--- config.mk ---
export PLATFORM = sky130hd
export DESIGN_NAME = pc_sequencer
export DESIGN_NICKNAME = d
export VERILOG_FILES = /design/src/rtl/pc_sequencer.sv
export SDC_FILE = /design/constraint.sdc
export NUM_CORES = 1
export LEC_CHECK = 0
export CORE_ASPECT_RATIO = 1.5
export CORE_UTILIZATION = 43
export CTS_CLUSTER_SIZE = 16
export DETAILED_ROUTE_END_ITERATION = 10
export GPL_TIMING_DRIVEN = 0
export PLACE_DENSITY = 0.85
export REMOVE_ABC_BUFFERS = 1
export SLEW_MARGIN = 20
export SYNTH_ARGS = -nofsm -noshare
export SYNTH_HDL_FRONTEND = slang
export SYNTH_SLANG_ARGS = --single-unit
--- constraint.sdc ---
create_clock -name CLK -period 2.6 [get_ports CLK]
set_input_delay 0.39 -clock CLK [delete_from_list [all_inputs] [get_ports CLK]]
set_output_delay 0.39 -clock CLK [all_outputs]
set_load 0.005 [all_outputs]
--- src/rtl/pc_sequencer.sv ---
// Fetch-side PC sequencer: owns the program counter, issues single-outstanding imem fetches, and buffers one instruction.
// Optional macro PC_MISALIGN_TRAP_EN: misaligned non-trap redirect targets divert to mtvec and pulse misalign_err.
module pc_sequencer #(
    parameter logic [31:0] RESET_VEC = 32'h0000_0000
) (
    input  logic        CLK,
    input  logic        RST_N,
    input  logic        redirect_valid,
    input  logic [1:0]  redirect_sel,
    input  logic [31:0] jal,
    input  logic [31:0] jalr,
    input  logic [31:0] branch,
    input  logic [31:0] mtvec,
    input  logic        stall,
    output logic        fetch_req,
    output logic [31:0] fetch_addr,
    input  logic        fetch_ready,
    input  logic        fetch_rvalid,
    input  logic [31:0] fetch_rdata,
    output logic        instr_valid,
    output logic [31:0] instr,
    output logic [31:0] instr_pc,
    output logic        misalign_err
);

    typedef enum logic [2:0] {
        IDLE,
        REQ,
        WAIT,
        FLUSH,
        BUF
    } state_t;

    state_t      r_state;
    state_t      w_next_state;
    logic [31:0] r_pc;
    logic [31:0] w_next_pc;
    logic [31:0] r_inflight_pc;
    logic [31:0] r_instr;
    logic [31:0] r_instr_pc;
    logic        r_instr_valid;
    logic [31:0] w_tgt_raw;
    logic [31:0] w_tgt;
    logic        w_accept;
    logic        w_capture;
    logic        w_drop;

    always_comb begin
        w_tgt_raw = jal;
        case (redirect_sel)
            2'd0:    w_tgt_raw = jal;
            2'd1:    w_tgt_raw = {jalr[31:1], 1'b0};
            2'd2:    w_tgt_raw = branch;
            default: w_tgt_raw = mtvec;
        endcase
    end

`ifdef PC_MISALIGN_TRAP_EN
    logic w_misalign;
    logic r_misalign;

    // A halfword-aligned target from jal/jalr/branch diverts the PC to the trap vector.
    assign w_misalign   = redirect_valid && (redirect_sel != 2'd3) && w_tgt_raw[1];
    assign w_tgt        = w_misalign ? mtvec : w_tgt_raw;
    assign misalign_err = r_misalign;

    always_ff @(posedge CLK or negedge RST_N) begin
        if (!RST_N) begin
            r_misalign <= 1'b0;
        end else begin
            r_misalign <= w_misalign;
        end
    end
`else
    assign w_tgt        = {w_tgt_raw[31:2], 2'b00};
    assign misalign_err = 1'b0;
`endif

    always_comb begin
        w_next_state = r_state;
        w_next_pc    = r_pc;
        w_accept     = 1'b0;
        w_capture    = 1'b0;
        w_drop       = 1'b0;
        case (r_state)
            IDLE: begin
                w_next_state = REQ;
                if (redirect_valid) begin
                    w_next_pc = w_tgt;
                end
            end
            REQ: begin
                if (redirect_valid) begin
                    w_next_pc    = w_tgt;
                    w_next_state = fetch_ready ? FLUSH : REQ;
                end else if (fetch_ready) begin
                    w_accept     = 1'b1;
                    w_next_pc    = r_pc + 32'd4;
                    w_next_state = WAIT;
                end
            end
            WAIT: begin
                if (redirect_valid) begin
                    w_next_pc    = w_tgt;
                    w_next_state = fetch_rvalid ? REQ : FLUSH;
                end else if (fetch_rvalid) begin
                    w_capture    = 1'b1;
                    w_next_state = BUF;
                end
            end
            FLUSH: begin
                // A stale response arriving alongside a fresh redirect still retires the outstanding fetch.
                if (redirect_valid) begin
                    w_next_pc = w_tgt;
                end
                if (fetch_rvalid) begin
                    w_next_state = REQ;
                end
            end
            BUF: begin
                if (redirect_valid) begin
                    w_next_pc    = w_tgt;
                    w_drop       = 1'b1;
                    w_next_state = REQ;
                end else if (!stall) begin
                    w_drop       = 1'b1;
                    w_next_state = REQ;
                end
            end
            default: begin
                w_next_state = IDLE;
            end
        endcase
    end

    always_ff @(posedge CLK or negedge RST_N) begin
        if (!RST_N) begin
            r_state       <= IDLE;
            r_pc          <= RESET_VEC;
            r_inflight_pc <= RESET_VEC;
            r_instr       <= 32'd0;
            r_instr_pc    <= 32'd0;
            r_instr_valid <= 1'b0;
        end else begin
            r_state <= w_next_state;
            r_pc    <= w_next_pc;
            if (w_accept) begin
                r_inflight_pc <= r_pc;
            end
            if (w_capture) begin
                r_instr       <= fetch_rdata;
                r_instr_pc    <= r_inflight_pc;
                r_instr_valid <= 1'b1;
            end else if (w_drop) begin
                r_instr_valid <= 1'b0;
            end
        end
    end

    assign fetch_req   = (r_state == REQ);
    assign fetch_addr  = r_pc;
    assign instr_valid = r_instr_valid;
    assign instr       = r_instr;
    assign instr_pc    = r_instr_pc;

endmodule

==> metrics.txt, run 1 <==
# TYPE chip_impl_metric gauge
chip_impl_metric{name="final-max-slew-violation-count",unit=""} 0
chip_impl_metric{name="postSynthRegisterBits",unit=""} 126
chip_impl_metric{name="yosysWarningCount",unit=""} 0
chip_impl_metric{name="routed_wirelength",unit="um"} 17840
chip_impl_metric{name="dieHeight",unit="um"} 150.7
chip_impl_metric{name="power_leakage",unit="nW"} 3.944
chip_impl_metric{name="vias_in_the_first_global_route",unit=""} 5639
chip_impl_metric{name="finish.utilization",unit=""} 0.6715
chip_impl_metric{name="worst_skew_pair.late_latency",unit="ps"} 420
chip_impl_metric{name="postSynthAreaPerCell",unit="um^2"} 12.58
chip_impl_info{name="synth_ff_type",value="sky130_fd_sc_hd__dfrtp_1"} 1
chip_impl_metric{name="weighted_congestion_at_the_end_of_routability_driven_global_placement",unit=""} 0.8680
chip_impl_metric{name="critical_path_arrival",unit="ps"} 2580
chip_impl_metric{name="post_route_cells_drive_above_1_share",unit=""} 0.2335
chip_impl_metric{name="critical_path.max_stage_delay",unit="ps"} 630
chip_impl_metric{name="part_of_the_cycle_the_worst_path_needs",unit=""} 0.8790
chip_impl_metric{name="max_capacitance_violation_count",unit=""} 0
chip_impl_metric{name="netlist-cell-type-count",unit=""} 60
chip_impl_metric{name="worst-slew-pin-transition",unit="ps"} 850.8
chip_impl_metric{name="clkTransAtPathRegs",unit="ps"} 60
chip_impl_info{name="clock-root-buffer",value="sky130_fd_sc_hd__clkbuf_16"} 1
chip_impl_metric{name="fp.dieArea",unit="mm^2"} 0.01525
chip_impl_metric{name="layout_min_cycle_time",unit="ps"} 2285
chip_impl_metric{name="ant_nets",unit=""} 0
chip_impl_metric{name="drt_pre_antenna_iters",unit=""} 5
chip_impl_metric{name="route.detailed.drc",unit=""} 0
chip_impl_metric{name="finalSetupViolCount",unit=""} 0
chip_impl_metric{name="detailed_place_hpwl",unit="um"} 13420
chip_impl_metric{name="cts_setup_buffers",unit=""} 0
chip_impl_metric{name="global_route_wire_length_before_repair",unit="um"} 28320
chip_impl_metric{name="routedWlPerCell",unit="um"} 18.69
chip_impl_metric{name="multiInputGateArea",unit="mm^2"} 0.003005
chip_impl_info{name="crit_family",value="simple AND/OR/NAND/NOR gates"} 1
chip_impl_info{name="nature_of_the_critical_path_startpoint",value="flip-flop"} 1
chip_impl_info{name="most_frequent_cells_in_the_layout",value="250 x sky130_fd_sc_hd__clkdlybuf4s50_1, 126 x sky130_fd_sc_hd__dfrtp_1, 90 x sky130_fd_sc_hd__mux2_2, 30 x sky130_fd_sc_hd__nand2_1, 30 x sky130_fd_sc_hd__mux4_2"} 1
chip_impl_metric{name="timing.max_slew.rel_slack",unit=""} 0.4328
chip_impl_info{name="critical-path-slowest-cell",value="sky130_fd_sc_hd__nand3b_1"} 1
chip_impl_metric{name="worst-path-max-fanout",unit=""} 14
chip_impl_metric{name="finalHoldWorstSlack",unit="ps"} 473.4
chip_impl_metric{name="floorplan.io_pins",unit=""} 267
chip_impl_metric{name="insertedDiodeCount",unit=""} 0
chip_impl_metric{name="initial_core_util",unit=""} 0.4386
chip_impl_info{name="cts_tree",value="yes"} 1
chip_impl_metric{name="dieWidth",unit="um"} 101.2
chip_impl_metric{name="synth_sequential_area_ratio",unit=""} 0.4971
chip_impl_metric{name="maxClockFrequency",unit="GHz"} 0.4376
chip_impl_metric{name="clock-skew-final",unit="ps"} 9.366
chip_impl_metric{name="fillCellCount",unit=""} 1076
chip_impl_metric{name="routed-via-count",unit=""} 5407
chip_impl_metric{name="report.final.hold_viol_count",unit=""} 0
chip_impl_info{name="worst-setup-path-type",value="reg2reg"} 1
chip_impl_metric{name="port_buffers",unit=""} 253
chip_impl_metric{name="tns",unit="ps"} 0
chip_impl_info{name="rsz0062_at_grt",value="no"} 1
chip_impl_metric{name="overflow",unit=""} 0
chip_impl_metric{name="core_area",unit="mm^2"} 0.01446
chip_impl_metric{name="vias_per_cell",unit=""} 5.668
chip_impl_info{name="crit_chain",value="nor3b_2, nand3b_1, buf_8, mux2_2"} 1
chip_impl_metric{name="clock_tree.buffer_depth",unit=""} 2
chip_impl_metric{name="required",unit="ps"} 2900
chip_impl_metric{name="maximum_number_of_pins_on_one_net_before_global_route_repair",unit=""} 80
chip_impl_metric{name="cts_num_sinks",unit=""} 126
chip_impl_metric{name="cts_htree_levels",unit=""} 4
chip_impl_metric{name="finalNetCount",unit=""} 917
chip_impl_metric{name="irDropWorstVdd",unit="V"} 0.0006009
chip_impl_metric{name="async_flop_share",unit=""} 1.000
chip_impl_metric{name="register_area",unit="mm^2"} 0.003153
chip_impl_metric{name="synthesis.instances",unit=""} 504
chip_impl_metric{name="synthesis.area",unit="mm^2"} 0.006342
chip_impl_metric{name="rows",unit=""} 54
chip_impl_metric{name="synth-edff-count",unit=""} 0
chip_impl_metric{name="combined_global_route_utilization_of_all_metal_layers",unit=""} 0.2447
chip_impl_metric{name="power.density_cell_area",unit="mW/mm^2"} 919.9
chip_impl_info{name="holdCritPathClass",value="reg2reg"} 1
chip_impl_info{name="crit_path_end_kind",value="flip-flop"} 1
chip_impl_metric{name="antenna_violations_before_repair",unit=""} 0
chip_impl_info{name="outcome",value="completed"} 1
chip_impl_metric{name="detail_route.iter0.violations",unit=""} 376
chip_impl_metric{name="total_cts_buffers",unit=""} 17
chip_impl_info{name="final_common_cell",value="sky130_fd_sc_hd__clkdlybuf4s50_1"} 1
chip_impl_metric{name="cp_num_buf_inv",unit=""} 1
chip_impl_metric{name="area_growth",unit="%"} 53.09
## Yosys cell counts, types with 7 or more instances
cell,count,area [um^2]
sky130_fd_sc_hd__nor3_1,7,35.03
sky130_fd_sc_hd__mux2_2,90,1013
sky130_fd_sc_hd__nand4_1,10,62.56
sky130_fd_sc_hd__nand2_1,30,112.6
sky130_fd_sc_hd__clkbuf_1,11,41.29
sky130_fd_sc_hd__nand3_1,12,60.06
sky130_fd_sc_hd__buf_4,7,52.55
sky130_fd_sc_hd__a21oi_1,29,145.1
sky130_fd_sc_hd__o21ai_0,20,100.1
sky130_fd_sc_hd__dfrtp_1,126,3153
sky130_fd_sc_hd__nor2_1,26,97.59
sky130_fd_sc_hd__buf_2,21,105.1
sky130_fd_sc_hd__mux4_2,30,675.7
## final timing paths
check | from | slack, ps | cells after the start | to
setup / recovery | r_state[2]$_DFFE_PN0P_ | 310 | 4 | r_inflight_pc[8]$_DFFE_PN0P_
hold / removal | r_inflight_pc[24]$_DFFE_PN0P_ | 470 | 1 | r_inflight_pc[24]$_DFFE_PN0P_
max in group asynchronous | RST_N | 1380 | 3 | instr_pc[6]$_DFFE_PN0P_
hold reg to reg | r_inflight_pc[24]$_DFFE_PN0P_ | 470 | 1 | r_inflight_pc[24]$_DFFE_PN0P_
min in group asynchronous | RST_N | 480 | 2 | instr[2]$_DFFE_PN0P_
setup reg to reg | r_state[2]$_DFFE_PN0P_ | 310 | 4 | r_inflight_pc[8]$_DFFE_PN0P_
## what timing repair did
| action | 4_1_cts | 5_1_grt |
|---|---|---|
| hold buffers | 1 | 0 |
| setup endpoints to repair | 0 | 3 |
| endpoints found under the hold margin | 47 | 0 |
| resized for setup | 0 | 1 |
## flip-flops by register name, summed over array words and instances, names as in the netlist
signal,cells
instr,32
fetch_addr,30
instr_pc,30
r_inflight_pc,30
r_state,3
instr_valid,1
## final cells by class
type                            instances  share of cell area
Sequential cell                       126              0.3247
Multi-Input combinational cell        337              0.3095
Timing Repair Buffer                  261              0.2762
Clock buffer                           23             0.05129
Tap cell                              196             0.02526
Clock inverter                          6             0.01108
Inverter                                5            0.001933
## cell families (layout without fill, tap and decap cells)
kind of cell,after synthesis,after routing,share of synthesized area
flip-flops,126,126,0.4971
multiplexers,120,120,0.2663
AND/OR/NAND/NOR,114,114,0.09726
AO/OA/AOI/OAI,97,97,0.1006
buffers and inverters,45,295,0.03610
adder cells (fa/ha/maj),1,1,0.001972
other,1,5,0.0005913
## routing by layer
| metal | share of wire | wire length (um) | track usage |
|---|---|---|---|
| met1 | 0.34 | 6139 | 0.2654 |
| met4 | 0.033 | 594 | 0.1217 |
| met3 | 0.074 | 1327 | 0.05896 |
| met2 | 0.55 | 9773 | 0.4395 |
| met5 | 0 | 0 | 0 |
## where the power goes
group          switching [mW]  internal [mW]
clock network           0.809           1.61
logic                    1.03           2.04
registers               0.636           2.80
total                    2.47           6.46
## worst register-to-register path: cells and delay by family, from the launching register on
| family | cells | cell delay (ps) |
|---|---|---|
| buffers and inverters | 1 | 400 |
| multiplexers | 1 | 290 |
| flip-flops | 1 | 470 |
| AND/OR/NAND/NOR | 2 | 1010 |
## through the flow
stage	area [um^2]	cells	total power [mW]	setup slack (ps)
4_1_cts	9708	954	8.994	177.5
3_5_place_dp	9092	924	6.543	-43.55
5_1_grt	9709	954	9.422	188.5
6_report	9709	954	8.931	314.6
2_1_floorplan	6147	468	4.539	-387.8
3_3_place_gp	8925	917	6.328	-3551
Note: power is estimated with default switching activity, not from simulation.
==> inputs of run 2 (changes only) <==
--- a/config.mk
+++ b/config.mk
@@ -10,6 +10,7 @@
 export CTS_CLUSTER_SIZE = 16
 export DETAILED_ROUTE_END_ITERATION = 10
 export GPL_TIMING_DRIVEN = 0
+export MAX_ROUTING_LAYER = met4
 export PLACE_DENSITY = 0.85
 export REMOVE_ABC_BUFFERS = 1
 export SLEW_MARGIN = 20
==> run 2 against run 1 <==
Net effect:
- critical path depth unchanged
- fmax decreased by 0.79%
- clock power about the same
- cell area about the same
- highest routed layer unchanged
==> metrics.txt, run 2 (synthesis gave the netlist of run 1 again) <==
# TYPE chip_impl_metric gauge
chip_impl_info{name="worst-setup-path-type",value="reg2reg"} 1
chip_impl_metric{name="largest_reg_flops",unit=""} 32
chip_impl_metric{name="combined_global_route_utilization_of_all_metal_layers",unit=""} 0.2506
chip_impl_metric{name="area_growth",unit="%"} 53.01
chip_impl_metric{name="irDropWorstVdd",unit="V"} 0.0004448
chip_impl_metric{name="total_cts_buffers",unit=""} 17
chip_impl_metric{name="register_area",unit="mm^2"} 0.003153
chip_impl_metric{name="power.density_cell_area",unit="mW/mm^2"} 915.9
chip_impl_info{name="nature_of_the_critical_path_startpoint",value="flip-flop"} 1
chip_impl_metric{name="clkTransAtPathRegs",unit="ps"} 60
chip_impl_metric{name="internal-power",unit="mW"} 6.393
chip_impl_metric{name="timing.max_slew.rel_slack",unit=""} 0.4591
chip_impl_metric{name="report.final.hold_viol_count",unit=""} 0
chip_impl_metric{name="vias_in_the_first_global_route",unit=""} 5642
chip_impl_info{name="rsz0062_at_grt",value="no"} 1
chip_impl_info{name="most_frequent_cells_in_the_layout",value="250 x sky130_fd_sc_hd__clkdlybuf4s50_1, 126 x sky130_fd_sc_hd__dfrtp_1, 90 x sky130_fd_sc_hd__mux2_2, 30 x sky130_fd_sc_hd__nand2_1, 30 x sky130_fd_sc_hd__mux4_2"} 1
chip_impl_metric{name="antenna_violations_before_repair",unit=""} 0
chip_impl_metric{name="switching_power",unit="mW"} 2.495
chip_impl_metric{name="layout_min_cycle_time",unit="ps"} 2304
chip_impl_metric{name="routed_wirelength",unit="um"} 17670
chip_impl_metric{name="tns",unit="ps"} 0
chip_impl_metric{name="maximum_number_of_pins_on_one_net_before_global_route_repair",unit=""} 81
chip_impl_metric{name="insertedDiodeCount",unit=""} 0
chip_impl_metric{name="rows",unit=""} 54
chip_impl_metric{name="detailed_place_hpwl",unit="um"} 13290
chip_impl_info{name="reg2reg_from",value="r_state[2]$_DFFE_PN0P_"} 1
chip_impl_metric{name="detail_route.iter0.violations",unit=""} 336
chip_impl_metric{name="fp.dieArea",unit="mm^2"} 0.01525
chip_impl_metric{name="maxClockFrequency",unit="GHz"} 0.4341
chip_impl_metric{name="clock_tree.buffer_depth",unit=""} 2
chip_impl_metric{name="post_route_cells_drive_above_1_share",unit=""} 0.2352
chip_impl_metric{name="critical_path_arrival",unit="ps"} 2590
chip_impl_metric{name="routedWlPerCell",unit="um"} 18.46
chip_impl_metric{name="weighted_congestion_at_the_end_of_routability_driven_global_placement",unit=""} 0.8709
chip_impl_metric{name="power.switching_fraction",unit=""} 0.2808
chip_impl_metric{name="drt_pre_antenna_iters",unit=""} 5
chip_impl_metric{name="overflow",unit=""} 0
chip_impl_metric{name="route.detailed.drc",unit=""} 0
chip_impl_info{name="cts_tree",value="yes"} 1
chip_impl_metric{name="worst-path-max-fanout",unit=""} 14
chip_impl_metric{name="worst-r2r-cell-count",unit=""} 4
chip_impl_metric{name="cts_htree_levels",unit=""} 4
chip_impl_info{name="final_common_cell",value="sky130_fd_sc_hd__clkdlybuf4s50_1"} 1
chip_impl_metric{name="worst-slew-pin-transition",unit="ps"} 811.4
chip_impl_metric{name="routed-via-count",unit=""} 5370
chip_impl_metric{name="core_area",unit="mm^2"} 0.01446
chip_impl_metric{name="clock-skew-final",unit="ps"} 7.097
chip_impl_metric{name="required",unit="ps"} 2880
chip_impl_metric{name="dieHeight",unit="um"} 150.7
chip_impl_metric{name="worst_skew_pair.late_latency",unit="ps"} 400
chip_impl_metric{name="max_capacitance_violation_count",unit=""} 0
chip_impl_metric{name="port_buffers",unit=""} 253
chip_impl_metric{name="clkPwrFrac",unit=""} 0.269
chip_impl_metric{name="finish.utilization",unit=""} 0.6712
chip_impl_metric{name="vias_per_cell",unit=""} 5.611
chip_impl_metric{name="cts_num_sinks",unit=""} 126
chip_impl_info{name="crit_path_end_kind",value="flip-flop"} 1
chip_impl_metric{name="global_route_wire_length_before_repair",unit="um"} 28150
chip_impl_metric{name="final-max-slew-violation-count",unit=""} 0
chip_impl_info{name="clock-root-buffer",value="sky130_fd_sc_hd__clkbuf_16"} 1
chip_impl_metric{name="dieWidth",unit="um"} 101.2
chip_impl_metric{name="finalNetCount",unit=""} 917
chip_impl_info{name="outcome",value="completed"} 1
chip_impl_metric{name="critical_path.max_stage_delay",unit="ps"} 610
chip_impl_info{name="holdCritPathClass",value="in2async"} 1
chip_impl_metric{name="multiInputGateArea",unit="mm^2"} 0.003005
chip_impl_metric{name="initial_core_util",unit=""} 0.4386
chip_impl_metric{name="ant_nets",unit=""} 0
chip_impl_metric{name="power_leakage",unit="nW"} 3.944
chip_impl_metric{name="total_power",unit="mW"} 8.888
chip_impl_info{name="critical-path-slowest-cell",value="sky130_fd_sc_hd__nand3b_1"} 1
chip_impl_metric{name="sequentialPowerShare",unit=""} 0.386
chip_impl_metric{name="fillCellCount",unit=""} 1095
chip_impl_metric{name="ff2ff_setup_slack",unit="ps"} 300
chip_impl_metric{name="combPwrFrac",unit=""} 0.345
chip_impl_metric{name="part_of_the_cycle_the_worst_path_needs",unit=""} 0.8860
chip_impl_info{name="crit_chain",value="nor3b_2, nand3b_1, buf_8, o311ai_1"} 1
chip_impl_info{name="timing.rr.end",value="fetch_addr[30]$_DFFE_PN0P_"} 1
chip_impl_metric{name="floorplan.io_pins",unit=""} 267
chip_impl_metric{name="finalSetupViolCount",unit=""} 0
==> run 2: timing repair <==
item | CTS | global route
setup buffers | 0 | 0
endpoints found under the hold margin | 46 | 0
hold buffers | 1 | 0
endpoints found under the setup margin | 0 | 4
gates resized for setup | 0 | 1
==> run 2: layer usage <==
layer  vias to the layer above  part of all wire  GRT usage  wire length [um]
met5                         -                 0          -                 0
met4                         0             0.029     0.1116               520
met3                        48             0.071    0.05153              1246
met2                       308              0.55     0.4473              9757
met1                      2623              0.35     0.2635              6144
li1                       2391                 -          -                 -
==> run 2: power by group through the flow <==
stage | registers [mW] | logic, mW | clock network (mW)
final | 3.43 | 3.07 | 2.39
after global routing | 3.54 | 3.33 | 2.52
after CTS | 3.43 | 3.10 | 2.43
after detailed placement | 3.45 | 3.08 | 0
after global placement | 3.38 | 2.95 | 0
after floorplan | 3.36 | 1.18 | 0
==> run 2: layout make-up <==
cell class                 count  area share
clock buffer                  21     0.04745
clock inverter                11     0.01444
inverter                       5    0.001934
multi-input combinational    337      0.3097
sequential                   126      0.3249
tap                          196     0.02527
timing repair buffer         261      0.2763
==> run 2: per-stage QoR <==
stage	instances	hold slack (ps)	setup WS, ps	area [um^2]
floorplan	468	94.41	-387.8	6147
global placement	917	459.7	-3554	8925
detailed placement	924	343.1	-19.66	9092
CTS	957	481.4	156.6	9703
global route	957	494.9	175.9	9704
finish	957	476.1	296.5	9704
==> run 2: critical path, delay by kind of cell, from the launching register on <==
family                 cells  cell delay (ps)
and+or+nand+nor            2              980
DFF                        1              470
buffers and inverters      1              390
AOI/OAI and AO/OA          1              330
==> run 2: worst max path at each step <==
| stage | slack, ps | start | end |
|---|---|---|---|
| after floorplan | -390 | r_state[1]$_DFFE_PN0P_ | fetch_addr[22]$_DFFE_PN0P_ |
| final | 300 | r_state[2]$_DFFE_PN0P_ | fetch_addr[30]$_DFFE_PN0P_ |
| after global routing | 180 | r_state[2]$_DFFE_PN0P_ | fetch_addr[30]$_DFFE_PN0P_ |
| after detailed placement | -20 | redirect_valid | fetch_addr[24]$_DFFE_PN0P_ |
| after CTS | 160 | r_state[1]$_DFFE_PN0P_ | fetch_addr[11]$_DFFE_PN0P_ |
| after global placement | -3550 | RST_N | instr_pc[5]$_DFFE_PN0P_ |
